**src/rtl/vga_timing_monitor.sv**
```systemverilog
// Receive-side VGA sync checker: measures line/hsync/frame timing, rebuilds pixel position, declares lock.
// All outputs registered, 1 CLK_40 after the sample; passive observer with no backpressure.
module vga_timing_monitor #(
  parameter int   H_AREA      = 640,
  parameter int   H_FP        = 16,
  parameter int   H_SYNC      = 96,
  parameter int   H_BP        = 48,
  parameter int   V_AREA      = 480,
  parameter int   V_FP        = 10,
  parameter int   V_SYNC      = 2,
  parameter int   V_BP        = 33,
  parameter logic SYNC_POL    = 1'b1,
  parameter int   LOCK_FRAMES = 2
) (
  input  logic        CLK_40,
  input  logic        reset,
  input  logic        pixel_en,
  input  logic        hsync_n,
  input  logic        vsync_n,
  output logic [10:0] rx_x,
  output logic [9:0]  rx_y,
  output logic        rx_active,
  output logic        locked,
  output logic [10:0] line_len,
  output logic [10:0] hsync_len,
  output logic [9:0]  frame_lines,
  output logic        err_line,
  output logic        err_hsync,
  output logic        err_frame,
  output logic [7:0]  err_count
);

  localparam logic [10:0] H_TOTAL  = 11'(H_AREA + H_FP + H_SYNC + H_BP);
  localparam logic [9:0]  V_TOTAL  = 10'(V_AREA + V_FP + V_SYNC + V_BP);
  localparam logic [10:0] H_LAST   = H_TOTAL - 11'd1;
  localparam logic [9:0]  V_LAST   = V_TOTAL - 10'd1;
  localparam logic [10:0] X_AT_HS  = 11'(H_AREA + H_FP);
  localparam logic [9:0]  Y_AT_VS  = 10'(V_AREA + V_FP);
  localparam logic [10:0] HS_MIN   = 11'(H_SYNC - 1);
  localparam logic [10:0] HS_MAX   = 11'(H_SYNC + 1);
  localparam logic [10:0] H_AREA_W = 11'(H_AREA);
  localparam logic [9:0]  V_AREA_W = 10'(V_AREA);
  localparam logic [2:0]  LOCK_N   = 3'(LOCK_FRAMES);

  typedef enum logic [1:0] {SEARCH, TRACK, LOCKED} state_t;

  state_t      state, state_nxt;
  logic        hs_prev, vs_prev, hs_prev_nxt, vs_prev_nxt;
  logic [10:0] h_cnt, hs_w, h_cnt_nxt, hs_w_nxt;
  logic [9:0]  v_cnt, v_cnt_nxt;
  logic [2:0]  good_frames, good_nxt;
  logic        skip_line, skip_frame, frame_bad;
  logic        skip_line_nxt, skip_frame_nxt, frame_bad_nxt;

  logic [10:0] rx_x_nxt, line_len_nxt, hsync_len_nxt;
  logic [9:0]  rx_y_nxt, frame_lines_nxt;
  logic        rx_active_nxt, locked_nxt;
  logic        err_line_nxt, err_hsync_nxt, err_frame_nxt, err_now;
  logic [7:0]  err_count_nxt;

  logic        hs_on, vs_on, hs_lead, hs_trail, vs_lead, x_wrap, checking, any_err_q;
  logic [10:0] h_inc, hs_w_inc;
  logic [9:0]  v_inc;

  assign hs_on     = (hsync_n == SYNC_POL);
  assign vs_on     = (vsync_n == SYNC_POL);
  assign hs_lead   = pixel_en && hs_on && (hs_prev != SYNC_POL);
  assign hs_trail  = pixel_en && !hs_on && (hs_prev == SYNC_POL);
  assign vs_lead   = pixel_en && vs_on && (vs_prev != SYNC_POL);
  assign h_inc     = (h_cnt == 11'h7FF) ? h_cnt : h_cnt + 11'd1;
  assign hs_w_inc  = (hs_w == 11'h7FF) ? hs_w : hs_w + 11'd1;
  // A coincident hsync edge belongs to the frame that the vsync edge closes.
  assign v_inc     = (!hs_lead || v_cnt == 10'h3FF) ? v_cnt : v_cnt + 10'd1;
  assign x_wrap    = !hs_lead && (rx_x == H_LAST);
  assign checking  = (state != SEARCH);
  assign any_err_q = err_line | err_hsync | err_frame;

  always_comb begin
    state_nxt       = state;
    hs_prev_nxt     = hs_prev;
    vs_prev_nxt     = vs_prev;
    h_cnt_nxt       = h_cnt;
    hs_w_nxt        = hs_w;
    v_cnt_nxt       = v_cnt;
    good_nxt        = good_frames;
    skip_line_nxt   = skip_line;
    skip_frame_nxt  = skip_frame;
    frame_bad_nxt   = frame_bad;
    rx_x_nxt        = rx_x;
    rx_y_nxt        = rx_y;
    line_len_nxt    = line_len;
    hsync_len_nxt   = hsync_len;
    frame_lines_nxt = frame_lines;
    err_line_nxt    = 1'b0;
    err_hsync_nxt   = 1'b0;
    err_frame_nxt   = 1'b0;
    err_now         = 1'b0;
    err_count_nxt   = (any_err_q && err_count != 8'hFF) ? err_count + 8'd1 : err_count;

    if (pixel_en) begin
      hs_prev_nxt = hsync_n;
      vs_prev_nxt = vsync_n;

      if (hs_lead) begin
        h_cnt_nxt     = 11'd0;
        line_len_nxt  = h_inc;
        skip_line_nxt = 1'b0;
        err_line_nxt  = checking && !skip_line && (h_inc != H_TOTAL);
      end else begin
        h_cnt_nxt = h_inc;
      end

      if (hs_trail) begin
        hsync_len_nxt = hs_w;
        hs_w_nxt      = 11'd0;
        err_hsync_nxt = checking && ((hs_w < HS_MIN) || (hs_w > HS_MAX));
      end else if (hs_on) begin
        hs_w_nxt = hs_w_inc;
      end

      if (vs_lead) begin
        frame_lines_nxt = v_inc;
        v_cnt_nxt       = 10'd0;
        err_frame_nxt   = checking && !skip_frame && (v_inc != V_TOTAL);
      end else begin
        v_cnt_nxt = v_inc;
      end

      if (hs_lead)     rx_x_nxt = X_AT_HS;
      else if (x_wrap) rx_x_nxt = 11'd0;
      else             rx_x_nxt = rx_x + 11'd1;

      if (vs_lead)     rx_y_nxt = Y_AT_VS;
      else if (x_wrap) rx_y_nxt = (rx_y == V_LAST) ? 10'd0 : rx_y + 10'd1;

      err_now = err_line_nxt | err_hsync_nxt | err_frame_nxt;

      unique case (state)
        SEARCH: begin
          if (vs_lead) begin
            state_nxt      = TRACK;
            good_nxt       = 3'd0;
            skip_line_nxt  = 1'b1;
            skip_frame_nxt = 1'b1;
            frame_bad_nxt  = 1'b0;
          end
        end
        TRACK: begin
          if (err_now) frame_bad_nxt = 1'b1;
          // The first vsync in TRACK only opens the scoring window.
          if (vs_lead) begin
            frame_bad_nxt = 1'b0;
            if (skip_frame) begin
              skip_frame_nxt = 1'b0;
            end else if (frame_bad || err_now) begin
              good_nxt = 3'd0;
            end else begin
              good_nxt = good_frames + 3'd1;
              if (good_frames + 3'd1 == LOCK_N) state_nxt = LOCKED;
            end
          end
        end
        default: ;
      endcase
    end

    // Lock is dropped from the registered pulse, so it falls one cycle after the error.
    if (state == LOCKED && any_err_q) state_nxt = SEARCH;

    locked_nxt    = (state_nxt == LOCKED);
    rx_active_nxt = locked_nxt && (rx_x_nxt < H_AREA_W) && (rx_y_nxt < V_AREA_W);
  end

  always_ff @(posedge CLK_40) begin
    if (reset) begin
      state       <= SEARCH;
      hs_prev     <= ~SYNC_POL;
      vs_prev     <= ~SYNC_POL;
      h_cnt       <= 11'd0;
      hs_w        <= 11'd0;
      v_cnt       <= 10'd0;
      good_frames <= 3'd0;
      skip_line   <= 1'b0;
      skip_frame  <= 1'b0;
      frame_bad   <= 1'b0;
      rx_x        <= 11'd0;
      rx_y        <= 10'd0;
      rx_active   <= 1'b0;
      locked      <= 1'b0;
      line_len    <= 11'd0;
      hsync_len   <= 11'd0;
      frame_lines <= 10'd0;
      err_line    <= 1'b0;
      err_hsync   <= 1'b0;
      err_frame   <= 1'b0;
      err_count   <= 8'd0;
    end else begin
      state       <= state_nxt;
      hs_prev     <= hs_prev_nxt;
      vs_prev     <= vs_prev_nxt;
      h_cnt       <= h_cnt_nxt;
      hs_w        <= hs_w_nxt;
      v_cnt       <= v_cnt_nxt;
      good_frames <= good_nxt;
      skip_line   <= skip_line_nxt;
      skip_frame  <= skip_frame_nxt;
      frame_bad   <= frame_bad_nxt;
      rx_x        <= rx_x_nxt;
      rx_y        <= rx_y_nxt;
      rx_active   <= rx_active_nxt;
      locked      <= locked_nxt;
      line_len    <= line_len_nxt;
      hsync_len   <= hsync_len_nxt;
      frame_lines <= frame_lines_nxt;
      err_line    <= err_line_nxt;
      err_hsync   <= err_hsync_nxt;
      err_frame   <= err_frame_nxt;
      err_count   <= err_count_nxt;
    end
  end

endmodule

```
**config.mk**
```make
export PLATFORM = sky130hd
export DESIGN_NAME = vga_timing_monitor
export DESIGN_NICKNAME = d
export VERILOG_FILES = /design/src/rtl/vga_timing_monitor.sv
export SDC_FILE = /design/constraint.sdc
export NUM_CORES = 1
export LEC_CHECK = 0
export CAP_MARGIN = 5
export CORE_MARGIN = 4
export CORE_UTILIZATION = 35
export CTS_CLUSTER_SIZE = 24
export DETAILED_ROUTE_END_ITERATION = 10
export GPL_TIMING_DRIVEN = 1
export PLACE_DENSITY = 0.64
export SYNTH_ARGS = -nofsm -noshare
export SYNTH_HDL_FRONTEND = slang
export SYNTH_SLANG_ARGS = --single-unit
```
**constraint.sdc**
```tcl
create_clock -name CLK_40 -period 4.36 [get_ports CLK_40]
set_input_delay 0.872 -clock CLK_40 [delete_from_list [all_inputs] [get_ports CLK_40]]
set_output_delay 0.872 -clock CLK_40 [all_outputs]
set_load 0.03 [all_outputs]
```
==> results of run 1 <==
## registers in the layout, summed over array words and instances, names as in the netlist
name         cells
hs_prev          1
vs_prev          1
locked           1
h_cnt           11
v_cnt           10
err_count        8
err_line         1
frame_lines     10
hs_w            11
good_frames      3
skip_frame       1
frame_bad        1
hsync_len       11
skip_line        1
rx_x            11
err_hsync        1
rx_active        1
rx_y            10
err_frame        1
state            2
line_len        11
## final cells by class
| type | count | area [um^2] |
|---|---|---|
| Timing Repair Buffer | 78 | 755.7 |
| Sequential cell | 108 | 2162 |
| Clock inverter | 6 | 41.29 |
| Inverter | 12 | 45.04 |
| Clock buffer | 10 | 229.0 |
| Fill cell | 1467 | 8315 |
| Multi-Input combinational cell | 501 | 2920 |
| Tap cell | 184 | 230.2 |
## layer usage
metal,GRT usage,vias to the layer above,routed length (um)
li1,-,2457,-
met1,0.2101,2307,6119
met2,0.2688,145,6521
met3,0.04187,14,658
met4,0.04477,0,155
met5,0,-,0
## path summary, 6_finish.rpt
check | endpoint | slack [ns] | depth (start not counted)
setup / recovery | rx_active | 0.84 | 9
hold / removal | line_len[0] | 0.45 | 2
setup reg to reg | good_frames[2] | 1.36 | 8
hold reg to reg | line_len[0] | 0.45 | 2
## stage by stage
step / std cells / util / hold slack, ns / total power, mW / setup slack (ns)
finish: 899 / 0.4343 / 0.4516 / 1.956 / 0.8366
global route: 899 / 0.4343 / 0.4800 / 2.046 / 0.7102
CTS: 899 / 0.4343 / 0.4611 / 1.981 / 0.8753
detailed placement: 883 / 0.4159 / 0.4465 / 1.220 / 0.5061
global placement: 883 / 0.4159 / 0.4450 / 1.217 / 0.5753
floorplan: 657 / - / 0.4486 / 1.160 / 1.293
## layout by cell type (no fill, tap or decap), types with 12 or more instances in the layout
master / n
sky130_fd_sc_hd__xnor2_1: 12
sky130_fd_sc_hd__xor2_1: 13
sky130_fd_sc_hd__nand4_1: 17
sky130_fd_sc_hd__clkdlybuf4s50_1: 69
sky130_fd_sc_hd__nor3_1: 18
sky130_fd_sc_hd__a21oi_1: 55
sky130_fd_sc_hd__o21ai_0: 21
sky130_fd_sc_hd__dfxtp_1: 108
sky130_fd_sc_hd__nand3_1: 26
sky130_fd_sc_hd__nand2_1: 83
sky130_fd_sc_hd__nor2_1: 102
## worst max-delay path: cells and delay by family
family | cells | cell delay [ns]
AOI/OAI and AO/OA | 3 | 0.81
buffers and inverters | 2 | 0.90
and+or+nand+nor | 4 | 1.21
## cell families (layout without fill, tap and decap cells)
family / Yosys count / count (layout)
mux: 11 / 11
buf+inv: 48 / 106
xor+xnor: 25 / 25
flops: 108 / 108
compound gates: 135 / 135
fa+ha+maj: 10 / 10
simple gates: 320 / 320
## power by group through the flow
stage                     registers (mW)  clock network [mW]  logic, mW
final                               1.03               0.758      0.168
after global routing                1.03               0.830      0.184
after CTS                           1.03               0.784      0.169
after detailed placement            1.05                   0      0.168
after global placement              1.05                   0      0.166
after floorplan                     1.07                   0     0.0907
==> reports/results.md, run 1 <==
Run status
• completed — status

Clock tree
• 3 — htree depth
• 9 — number of buffers created by CTS
• 0 — number of buffers inserted for hold repair after clock tree synthesis
• sky130_fd_sc_hd__clkbuf_16 — Clock Tree Root
• 108 — Num Clock Sinks
• 0 — count of cells resized by post-cts repair
• 0.07 ns — clock-pin slew on the worst setup and hold paths
• 0 — number of buffers inserted by post-CTS setup repair
• yes — clock tree from TritonCTS
• 0.35 ns — clock latency of the later-clocked register in the worst-skew pair
• 2 — largest buffer count on any clock path

Logic synthesis
• 108 — flip-flop and latch count after synthesis
• 0.04134 — xor/xnor share of the synthesized area
• 0.4082 — share of Yosys cell area claimed by the top area cell type
• sky130_fd_sc_hd__dfxtp_1 41%, sky130_fd_sc_hd__nor2_1 7.2%, sky130_fd_sc_hd__nand2_1 5.9% — top cells by area, synth
• 0.2972 — post-synthesis share of cell area spent on and, or, nand and nor gates
• 672 — number of nets produced by synthesis
• 0 — synth warn
• 5296 um^2 — cell area after synthesis
• 108 x sky130_fd_sc_hd__dfxtp_1, 102 x sky130_fd_sc_hd__nor2_1, 83 x sky130_fd_sc_hd__nand2_1, 55 x sky130_fd_sc_hd__a21oi_1, 26 x sky130_fd_sc_hd__nand3_1 — commonest cells in the synthesized netlist
• 8.061 um^2 — mean instance size in the synthesized netlist
• 0 — EDFF count, synth
• 0.02362 — fraction of the mapped netlist area in adder cells
• 0.1673 — area fraction in compound gates after synthesis
• sky130_fd_sc_hd__dfxtp_1 — cell type with the largest total area after synthesis
• 0 — Async SR Flop Fraction
• 0.4082 — part of the Yosys area used for sequential elements
• 68 — distinct cell type count of the synthesized netlist
• simple AND/OR/NAND/NOR gates — dominant combinational cell family by area after synthesis
• sky130_fd_sc_hd__dfxtp_1 — most used flip-flop cell after synthesis
• sky130_fd_sc_hd__dfxtp_1 — dominant cell by count in the synthesized netlist
• 657 — cell count after synthesis
• 0.02103 — proportion of synthesized area in mux cells

Timing
• 0 — number of setup violations in the final report
• 3.523 ns — Final min period
• 0.8719 ns — transition time of the tightest slew-check pin
• 0 ns — final setup TNS
• 0.8081 — Period Utilization, post-route
• no — unrepaired setup endpoints after global routing
• 0 — Slew Viols, Final
• 0.4134 — normalized max-slew margin
• 0.007157 ns — worst setup skew after layout
• 0.2838 GHz — Highest Clock Rate
• 0 — hold violation count in the final report

Setup path
• pixel_en — beginning of the critical path
• clkdlybuf4s50_1 -> nand3b_1 -> buf_4 -> nor4_1 -> a21bo_2 -> a22oi_1 -> nand2_1 -> or4_4 -> a221oi_2 — cells along the critical path
• 4.63 ns — required time reported for the critical path endpoint
• 3.79 ns — data arrival time of the critical path
• in2reg — classification of the worst setup path
• primary input — type of origin of the critical path
• sky130_fd_sc_hd__clkdlybuf4s50_1 — slowest library cell on the worst path
• h_cnt[0] — R2R Path Start
• 0.65 ns — Largest stage delay, worst path
• register — endpoint class of the critical path
• 24 — CP Max Fanout

Hold path
• line_len[0] — Hold Path Origin
• reg2reg — worst hold-check path type

Detailed routing
• 0 — DRC violation count after routing
• 0 — Final ANT Viol Nets
• 5 — TritonRoute pass-1 iters
• 14.97 um — Avg WL per Cell
• 4923 — DR vias
• 13460 um — total length of routed wires
• 254 — Detailed Route Iter0 Violations
• 5.476 — via density per instance

Finish
• 725 — final net count
• 6384 um^2 — finished layout cell area
• 0.06294 — share of cells above drive strength 1
• 0 — diode count
• 20.53% — synth-to-layout area growth

Pwr
• 0.5030 mW — net load switching power
• 1.453 mW — internal power of the cells
• 0.388 — Clock Power Share
• 2.121 nW — leakage power figure
• 0.526 — register share of total power
• 0.0002439 V — VDD IR-drop max
• 0.086 — combinational fraction of design power
• 0.2572 — Sw Share
• 306.3 nW/um^2 — power density over the cells

Global route
• 0.1625 — Tot GR Track Use
• 30 — maximum number of pins on one net before global-route repair
• 22760 um — first-pass GRT wire length
• 4662 — vias in the first global route
• 0 — number of antenna violations at the first check in global routing
• 0 — overall overflow remaining after global route

Place
• 0.9125 — last weighted congestion value of the routability-driven placer
• 9610 um — DP Wirelength
• 70 — I/O Buffers
• 6113 um^2 — Placement Cell Area

Die
• 131.0 um — Die Height
• 71 — I/O pin count
• 0.3603 — starting utilization of the core area
• 17160 um^2 — die area
• 14700 um^2 — Core Region
• 44 — FP Rows
• 131.0 um — Die X

Job
• 0 — Max Cap Viol

Note: power is estimated with default switching activity, not from simulation.
==> run 2: changes to the inputs <==
Settings changed: PLACE_DENSITY 0.64 to 0.66.
Clock period 4.36 ns to 3.1 ns, I/O delays scaled along.
==> run 2 against run 1 <==
Register-to-register slack worse by 1.1 ns. Die area stayed put. Sequential share of layout area is 0.97 points lower. Global-route usage is 0.58 points lower. Largest power group unchanged. Worst setup slack worse by 0.63 ns. Sequential power is 41% higher. Non-clock buffer count is 18 higher. Critical endpoint unchanged.
==> reports/results.md, run 2 (same netlist as run 1, synthesis figures left out) <==
Timing
• 0 — hold violation count in the final report, unchanged
• 0.6224 — normalized max-slew margin, was 0.4134
• 0.2076 ns — Setup WS post-layout, was 0.8366 ns
• 2.892 ns — Final min period
• no — unrepaired setup endpoints after global routing, unchanged
• 0.009029 ns — worst setup skew after layout, was 0.007157 ns
• 0.4565 ns — WHS, was 0.4516 ns
• 0.3457 GHz — Highest Clock Rate
• 0 — number of setup violations in the final report, unchanged
• 0 ns — final setup TNS, unchanged
• 0.5585 ns — transition time of the tightest slew-check pin, was 0.8719 ns
• 0.9330 — Period Utilization, post-route
• 0 — Slew Viols, Final, unchanged

Detailed routing
• 14.42 um — Avg WL per Cell, was 14.97 um
• 4879 — DR vias, was 4923
• 0 — DRC violation count after routing, unchanged
• 5.321 — via density per instance, was 5.476
• 13220 um — total length of routed wires, was 13460 um
• 4 — TritonRoute pass-1 iters, was 5
• 0 — Final ANT Viol Nets, unchanged
• 289 — Detailed Route Iter0 Violations, was 254

Finish
• 6573 um^2 — finished layout cell area, was 6384 um^2
• 0.4471 — core utilization of the finished layout, was 0.4343
• 1495 — # fillers, was 1467
• 917 — Non-Filler Instances, was 899
• 743 — final net count, was 725
• 108 x sky130_fd_sc_hd__dfxtp_1, 102 x sky130_fd_sc_hd__nor2_1, 83 x sky130_fd_sc_hd__nand2_1, 69 x sky130_fd_sc_hd__clkdlybuf4s50_1, 55 x sky130_fd_sc_hd__a21oi_1 — most used cells in the layout excluding fill and tap cells, unchanged
• 2162 um^2 — Seq. cell area, unchanged
• sky130_fd_sc_hd__dfxtp_1 — leading cell type in the layout, fill and taps excluded, unchanged
• 0 — diode count, unchanged
• 0.08868 — share of cells above drive strength 1, was 0.06294
• 24.10% — synth-to-layout area growth, was 20.53%
• 2927 um^2 — area occupied by multi-input gates, was 2920 um^2

Global route
• 0.2476 — met2 track demand over resource in global routing, was 0.2688
• 0.1567 — Tot GR Track Use, was 0.1625
• 21810 um — first-pass GRT wire length, was 22760 um
• 4398 — vias in the first global route, was 4662
• 0.2158 — met1 capacity usage during global routing, was 0.2101
• 0.03171 — GRT met3 Usage, was 0.04187
• met2 — routing layer with the top usage in global route, unchanged
• 0 — number of antenna violations at the first check in global routing, unchanged
• 0 — overall overflow remaining after global route, unchanged
• 80 — maximum number of pins on one net before global-route repair, was 30

Place
• 9315 um — DP Wirelength, was 9610 um
• 6261 um^2 — Placement Cell Area, was 6113 um^2
• 70 — I/O Buffers, unchanged
• -0.1302 ns — Place WS, was 0.5061 ns
• 0.8873 — last weighted congestion value of the routability-driven placer, was 0.9125
• 901 — Placed Cells, was 883

Setup path
• in2reg — classification of the worst setup path, unchanged
• register — endpoint class of the critical path, unchanged
• 8 — CP Max Fanout, was 24
• primary input — type of origin of the critical path, unchanged
• 3.17 ns — data arrival time of the critical path, was 3.79 ns
• 0.25 ns — slack of the worst reg-to-reg path, was 1.36 ns
• 3.38 ns — required time reported for the critical path endpoint, was 4.63 ns

Clock tree
• 3 — htree depth, unchanged
• 0.08 ns — clock-pin slew on the worst setup and hold paths, was 0.07 ns
• 0.36 ns — clock latency of the later-clocked register in the worst-skew pair, was 0.35 ns
• 2 — largest buffer count on any clock path, unchanged
• 9 — number of buffers created by CTS, unchanged
• 108 — Num Clock Sinks, unchanged
• sky130_fd_sc_hd__clkbuf_16 — Clock Tree Root, unchanged
• 0 — number of buffers inserted for hold repair after clock tree synthesis, unchanged
• yes — clock tree from TritonCTS, unchanged

Pwr
• 2.898 mW — Power Total, was 1.956 mW
• 0.0003077 V — VDD IR-drop max, was 0.0002439 V
• 2.234 nW — leakage power figure, was 2.121 nW
• 440.9 nW/um^2 — power density over the cells, was 306.3 nW/um^2

Die
• 131.0 um — Die Height, unchanged
• 44 — FP Rows, unchanged
• 0.3603 — starting utilization of the core area, unchanged
• 14700 um^2 — Core Region, unchanged
• 71 — I/O pin count, unchanged
• 131.0 um — Die X, unchanged
• 17160 um^2 — die area, unchanged

Hold path
• reg2reg — worst hold-check path type, unchanged

Run status
• completed — status, unchanged

Job
• 0 — Max Cap Viol, unchanged

[run 2: final timing paths]
| kind | start | to | cells after the start |
|---|---|---|---|
| min | hsync_len[9] | hsync_len[9] | 2 |
| max | pixel_en | rx_active | 9 |
| max reg2reg | v_cnt[0] | rx_active | 8 |
| min reg2reg | hsync_len[9] | hsync_len[9] | 2 |
[run 2: critical path, stage by stage]
cell	delay (ns)
sky130_fd_sc_hd__clkdlybuf4s50_1	0.47
sky130_fd_sc_hd__buf_4	0.16
sky130_fd_sc_hd__nand4b_1	0.19
sky130_fd_sc_hd__a211oi_1	0.34
sky130_fd_sc_hd__o21ai_0	0.14
sky130_fd_sc_hd__nor4_1	0.31
sky130_fd_sc_hd__nand2_1	0.13
sky130_fd_sc_hd__or4_4	0.54
sky130_fd_sc_hd__a221oi_2	0.27
[run 2: area by class of cell]
| type | count | area share |
|---|---|---|
| sequential | 108 | 0.3290 |
| timing repair buffer | 96 | 0.1374 |
| inverter | 12 | 0.006853 |
| multi-input combinational | 501 | 0.4453 |
| clock inverter | 7 | 0.01218 |
| clock buffer | 9 | 0.03427 |
| tap | 184 | 0.03503 |
[run 2: repair_timing]
item                                    in CTS  in global routing
gates resized for setup                      0                  1
buffers inserted                             0                  0
endpoints found under the setup margin       0                  1
[run 2: power breakdown]
part / switching, mW / internal (mW)
clock: 0.567 / 0.639
sequential: 0.0328 / 1.41
combinational: 0.153 / 0.0941
[run 2: metal layers]
| metal | up-vias | share of wire |
|---|---|---|
| met5 | - | 0 |
| met1 | 2298 | 0.50 |
| met3 | 16 | 0.031 |
| met2 | 74 | 0.46 |
| li1 | 2491 | - |
| met4 | 0 | 0.012 |
